<file path="config.mk">
export PLATFORM = sky130hd
export DESIGN_NAME = gate5_sweep_ctrl
export DESIGN_NICKNAME = d
export VERILOG_FILES = /design/src/rtl/gate_sweep_pkg.sv /design/src/rtl/gate_sweep_expect.sv /design/src/rtl/gate5_sweep_ctrl.sv
export SDC_FILE = /design/constraint.sdc
export NUM_CORES = 1
export LEC_CHECK = 0
export CORE_AREA = 2 2 72 74
export DETAILED_ROUTE_END_ITERATION = 8
export DIE_AREA = 0 0 74 76
export PLACE_DENSITY = 0.54
export SLEW_MARGIN = 40
export SYNTH_ARGS = -nofsm -noshare
export SYNTH_HDL_FRONTEND = slang
export SYNTH_SLANG_ARGS = --single-unit
</file>
<file path="constraint.sdc">
create_clock -name clk -period 3.07 [get_ports clk]
set_clock_uncertainty 0.1 [all_clocks]
set_input_delay 0.614 -clock clk [delete_from_list [all_inputs] [get_ports clk]]
set_output_delay 0.614 -clock clk [all_outputs]
set_load 0.03 [all_outputs]
</file>
<file path="src/rtl/gate_sweep_pkg.sv">
`default_nettype none
// ============================================================================
//  Module   : gate_sweep_pkg
//  Purpose  : Shared types and helpers for the 5-input gate sweep controller.
//             - state_e : sweep FSM states
//             - mode_e  : expected-function codes (AND/OR/NAND/NOR)
//             - exp_out : expected gate output for a vector under a mode
//  Ports    : none (package)
//  Revision : 1.0  initial release
// ============================================================================
package gate_sweep_pkg;

  // Widest gate the expected-output helper can evaluate.
  localparam int unsigned MAX_N_IN = 16;

  typedef enum logic [1:0] {
    IDLE   = 2'd0,
    SETTLE = 2'd1,
    SAMPLE = 2'd2,
    DONE   = 2'd3
  } state_e;

  typedef enum logic [1:0] {
    MODE_AND  = 2'b00,
    MODE_OR   = 2'b01,
    MODE_NAND = 2'b10,
    MODE_NOR  = 2'b11
  } mode_e;

  // Only the low n bits of vec take part in the reduction, so one helper
  // serves any gate width up to MAX_N_IN.
  function automatic logic exp_out(input logic [MAX_N_IN-1:0] vec,
                                   input int unsigned         n,
                                   input mode_e               mode);
    logic all1;
    logic any1;
    logic res;
    all1 = 1'b1;
    any1 = 1'b0;
    for (int unsigned i = 0; i < MAX_N_IN; i++) begin
      if (i < n) begin
        all1 = all1 & vec[i];
        any1 = any1 | vec[i];
      end
    end
    case (mode)
      MODE_AND:  res = all1;
      MODE_OR:   res = any1;
      MODE_NAND: res = ~all1;
      MODE_NOR:  res = ~any1;
      default:   res = all1;
    endcase
    return res;
  endfunction

endpackage
`default_nettype wire

</file>
<file path="src/rtl/gate_sweep_expect.sv">
`default_nettype none
// ============================================================================
//  Module   : gate_sweep_expect
//  Purpose  : Combinational expected-output model of the gate under test.
//  Ports    : vec_i  [N_IN-1:0]  stimulus vector currently on the gate
//             mode_i [1:0]       expected function code (mode_e)
//             exp_o              expected gate output
//  Revision : 1.0  initial release
// ============================================================================
module gate_sweep_expect
  import gate_sweep_pkg::*;
#(
  parameter int unsigned N_IN = 5
) (
  input  logic [N_IN-1:0] vec_i,
  input  logic [1:0]      mode_i,
  output logic            exp_o
);

  logic [MAX_N_IN-1:0] vec_ext;

  assign vec_ext = MAX_N_IN'(vec_i);
  assign exp_o   = exp_out(vec_ext, N_IN, mode_e'(mode_i));

endmodule
`default_nettype wire

</file>
<file path="src/rtl/gate5_sweep_ctrl.sv">
`default_nettype none
// ============================================================================
//  Module   : gate5_sweep_ctrl
//  Purpose  : Exhaustive stimulus sequencer and checker for one N_IN-input
//             gate. Walks every vector 0..2**N_IN-1, holds each for
//             SETTLE_CYC cycles, samples the gate output once and counts
//             mismatches against the expected function.
//  Ports    : clk, rst          clock / synchronous active-high reset
//             start, abort      sweep control pulses (abort wins)
//             mode [1:0]        expected function, latched at start
//             vec_o [N_IN-1:0]  stimulus to gate inputs
//             dut_o             gate output under test
//             busy, done, pass  sweep status
//             err_cnt [ERR_W-1:0] saturating mismatch count
//             first_fail_vec/_vld  first mismatching vector of the sweep
//  Revision : 1.0  initial release
// ============================================================================
module gate5_sweep_ctrl
  import gate_sweep_pkg::*;
#(
  parameter int unsigned N_IN       = 5,
  parameter int unsigned SETTLE_CYC = 4,
  parameter int unsigned ERR_W      = 6
) (
  input  logic             clk,
  input  logic             rst,
  input  logic             start,
  input  logic             abort,
  input  logic [1:0]       mode,
  output logic [N_IN-1:0]  vec_o,
  input  logic             dut_o,
  output logic             busy,
  output logic             done,
  output logic             pass,
  output logic [ERR_W-1:0] err_cnt,
  output logic [N_IN-1:0]  first_fail_vec,
  output logic             first_fail_vld
);

  // Settle counter runs 0..SETTLE_CYC-1.
  localparam int unsigned      CNT_W      = (SETTLE_CYC > 1) ? $clog2(SETTLE_CYC) : 1;
  localparam logic [CNT_W-1:0] SETTLE_END = CNT_W'(SETTLE_CYC - 1);
  localparam logic [N_IN-1:0]  VEC_LAST   = '1;
  localparam logic [ERR_W-1:0] ERR_MAX    = '1;

  state_e           state_q,  state_d;
  logic [CNT_W-1:0] settle_q, settle_d;
  logic [N_IN-1:0]  vec_q,    vec_d;
  mode_e            mode_q,   mode_d;
  logic             busy_q,   busy_d;
  logic             done_q,   done_d;
  logic             pass_q,   pass_d;
  logic [ERR_W-1:0] err_q,    err_d;
  logic [N_IN-1:0]  ffv_q,    ffv_d;
  logic             ffvld_q,  ffvld_d;

  logic exp_bit;
  logic mismatch;

  gate_sweep_expect #(
    .N_IN (N_IN)
  ) u_expect (
    .vec_i  (vec_q),
    .mode_i (mode_q),
    .exp_o  (exp_bit)
  );

  assign mismatch = (dut_o != exp_bit);

  always_comb begin
    state_d  = state_q;
    settle_d = settle_q;
    vec_d    = vec_q;
    mode_d   = mode_q;
    busy_d   = busy_q;
    done_d   = done_q;
    pass_d   = pass_q;
    err_d    = err_q;
    ffv_d    = ffv_q;
    ffvld_d  = ffvld_q;

    case (state_q)
      IDLE, DONE: begin
        // Abort has priority: a coincident start is dropped.
        if (start && !abort) begin
          mode_d   = mode_e'(mode);
          err_d    = '0;
          ffv_d    = '0;
          ffvld_d  = 1'b0;
          done_d   = 1'b0;
          pass_d   = 1'b0;
          vec_d    = '0;
          busy_d   = 1'b1;
          settle_d = '0;
          state_d  = SETTLE;
        end
      end

      SETTLE: begin
        if (abort) begin
          state_d  = IDLE;
          busy_d   = 1'b0;
          done_d   = 1'b0;
          pass_d   = 1'b0;
          vec_d    = '0;
          settle_d = '0;
        end else if (settle_q == SETTLE_END) begin
          settle_d = '0;
          state_d  = SAMPLE;
        end else begin
          settle_d = settle_q + CNT_W'(1);
        end
      end

      SAMPLE: begin
        // An abort landing on the sample cycle discards that sample;
        // error/capture registers keep what the earlier vectors produced.
        if (abort) begin
          state_d  = IDLE;
          busy_d   = 1'b0;
          done_d   = 1'b0;
          pass_d   = 1'b0;
          vec_d    = '0;
          settle_d = '0;
        end else begin
          if (mismatch) begin
            if (err_q != ERR_MAX) begin
              err_d = err_q + ERR_W'(1);
            end
            if (!ffvld_q) begin
              ffv_d   = vec_q;
              ffvld_d = 1'b1;
            end
          end
          if (vec_q == VEC_LAST) begin
            state_d = DONE;
            busy_d  = 1'b0;
            done_d  = 1'b1;
            // Includes the compare just made on the last vector.
            pass_d  = (err_q == '0) && !mismatch;
          end else begin
            vec_d    = vec_q + N_IN'(1);
            settle_d = '0;
            state_d  = SETTLE;
          end
        end
      end

      default: begin
        state_d = IDLE;
      end
    endcase
  end

  always_ff @(posedge clk) begin
    if (rst) begin
      state_q  <= IDLE;
      settle_q <= '0;
      vec_q    <= '0;
      mode_q   <= MODE_AND;
      busy_q   <= 1'b0;
      done_q   <= 1'b0;
      pass_q   <= 1'b0;
      err_q    <= '0;
      ffv_q    <= '0;
      ffvld_q  <= 1'b0;
    end else begin
      state_q  <= state_d;
      settle_q <= settle_d;
      vec_q    <= vec_d;
      mode_q   <= mode_d;
      busy_q   <= busy_d;
      done_q   <= done_d;
      pass_q   <= pass_d;
      err_q    <= err_d;
      ffv_q    <= ffv_d;
      ffvld_q  <= ffvld_d;
    end
  end

  assign vec_o          = vec_q;
  assign busy           = busy_q;
  assign done           = done_q;
  assign pass           = pass_q;
  assign err_cnt        = err_q;
  assign first_fail_vec = ffv_q;
  assign first_fail_vld = ffvld_q;

endmodule
`default_nettype wire

</file>
==> out/metrics.yaml <==
route:
  first_iter_violations: 94
  finalWirelength_microns: 3336
  detail_route.wl_per_cell_microns: 12.31
  num_vias: 1274
  vias_per_cell: 4.701
  postRouteAntennaNets: 0
  dr.pass1.iters: 5
  drc_errors: 0
setup_path:
  crit_type: "input pin to flop"
  reg2reg_slack_ps: 870
  critPathCaptureType: "flop"
  cp-start-kind: "input pin"
  worst_ep_required_time_ps: 3180
  worstPathMaxFanout: 9
  cp.arrival_ps: 2360
  reg2reg_from: "vec_o[0]"
  rr_worst_depth: 8
  crit-reg2reg-capture: "pass"
yosys:
  synth.top_cells.by_count: "26 x dfxtp_1, 19 x nand2_1, 17 x a21oi_1, 17 x nor2_1"
  synth-warning-count: 0
  ys_async_sr_fraction_pct: 0
  yosysSeqAreaShare_pct: 36.52
  yosysUniqueCellTypes: 36
  synth_area_leader_cell: "dfxtp_1"
  synth_cells: 173
  synth_most_common_cell: "dfxtp_1"
  synth_area_leaders: "dfxtp_1 37%, ha_1 8.8%, mux2i_1 7.0%, a21oi_1 6.0%, nand2_1 5.0%"
  yosys_register_bits: 26
  syn_area_sq_um: 1425
  avgSynthCellArea_sq_um: 8.238
  ys.flop_type: "dfxtp_1"
  synth_top_area_share_pct: 36.52
  syn-num-nets: 190
  synth_edf_count: 0
power_and_ir_drop:
  leakage_nw: 0.7247
  power_density_nw_per_um2: 381.5
  peakVddDrop_mv: 0.1571
placement:
  gp_congestion: 0.7678
  dp_hpwl_microns: 2548
  dp_cells: 267
  port_buffers: 26
sta:
  slew_violations: 0
  hold_viol: 0
  slew_headroom_pct: 63.25
  tns_ps: 0
  finalSetupViolations: 0
  worstMarginPinSlew_ps: 551.3
  period_needed_ps: 2252
  rsz0062_at_grt: "no"
  max_freq_mhz: 444.0
  whs_ps: 363.4
  fin_crit_sh_pct: 73.37
status:
  status: "complete, no violations"
cts:
  post_cts_buffers: 0
  clk_latency_ps: 270
  cts_hold_buf: 0
  cts_root_buffer: "clkbuf_8"
  htreeDepth: 1
  cts_inserted_buffers: 3
  cts.clk_slew.worst_paths_ps: 100
  cts_tree: "built"
  ctsResizeCount: 0
  cts_buffer_depth: 2
  clock_sinks: 26
die:
  rows: 26
  die_x_microns: 74
  core_area_sq_um: 4912
  die_area_sq_um: 5624
  initial_utilization_pct: 29.01
  io_pins: 27
  die_h_microns: 76
layout:
  stdcell_count: 271
  fillers: 507
  nNetsFinal: 219
  seqCellArea_sq_um: 520.5
  final_layout_size_suffix_gt1_share_pct: 5.970
  multi_input_area_sq_um: 854.6
  n_antenna_cell: 0
  area_delta_synth_final_pct: 28.45
min_path:
  hp-start: "first_fail_vec[1]"
  min_delay_path_depth: 2
  hold_path_class: "flop to flop"
  hold_end: "first_fail_vec[1]"
global_route:
  grt.total_usage_pct: 12.67
  grt_pass1_wl_microns: 5713
  grt_antenna_before_repair: 0
  overflow: 0
  grt_pass1_vias: 1170
  grt_max_degree: 15
flow_run:
  maxCapViolCount: 0
[where the power goes]
group | internal (mW) | switching, mW | leakage, nW
Combinational | 0.0478 | 0.0705 | 0.486
Clock | 0.115 | 0.112 | 0.0288
Sequential | 0.345 | 0.00801 | 0.210
[through the flow]
step,total power [mW],cell area [sq um],util [%],setup WS [ps]
after floorplan,0.4428,1425,-,941.4
after global placement,0.4798,1775,36.14,594.5
after detailed placement,0.4794,1775,36.14,553.3
after CTS,0.7058,1831,37.26,836.5
after global routing,0.7306,1831,37.26,617.1
final,0.6983,1831,37.26,817.7
[state kept, by name, indices dropped and copies added (netlist names)]
signal	cells
pass	1
done	1
state_q	2
busy	1
first_fail_vec	5
vec_o	5
settle_q	2
err_cnt	6
mode_q	2
first_fail_vld	1
[worst max-delay path: stages]
cell,delay (ps)
clkdlybuf4s50_1,550
nand2b_1,230
and2_1,230
o21bai_1,220
or3_1,370
a21oi_1,150
[layout make-up]
class / instances / share of cell area [%]
multi-input cells: 134 / 46.68
well taps: 70 / 4.785
repair buffers: 29 / 15.45
flip-flops and latches: 26 / 28.43
clock buffers: 4 / 3.008
inverters: 8 / 1.640
[how the worst max path moves through the flow]
stage,from,to,slack [ps],cells past startpoint
after global routing,vec_o[0],first_fail_vec[2],620,7
after floorplan,vec_o[0],pass,940,8
final,abort,pass,820,6
after CTS,abort,pass,840,6
after detailed placement,abort,pass,550,6
after global placement,abort,pass,590,6
[cell families (layout without fill, tap and decap cells)]
kind of cell / after synthesis / count (layout) / share of synthesized area, %
simple gates: 76 / 76 / 26.25
compound gates: 35 / 35 / 15.72
flops: 26 / 26 / 36.52
buf+inv: 13 / 41 / 3.511
mux: 11 / 11 / 7.990
fa+ha+maj: 10 / 10 / 8.780
xor+xnor: 2 / 2 / 1.229
[routing by layer]
layer	GRT usage (%)	share of wire, %
met5	0	0
met4	3.818	0.87
met3	2.513	3.8
met2	18.75	45
met1	18.40	51
[cells in the final DEF, fill, tap and decap left out, drive strengths merged, types with 5 or more instances in the layout]
| cell | count |
|---|---|
| nor3 | 9 |
| nor2 | 17 |
| ha | 10 |
| or3 | 5 |
| nand2 | 19 |
| a21oi | 17 |
| clkdlybuf4s50 | 26 |
| nand3 | 7 |
| nand2b | 5 |
| inv | 8 |
| dfxtp | 26 |
| mux2i | 11 |
| o21ai | 5 |
(Power assumes the default switching activity.)
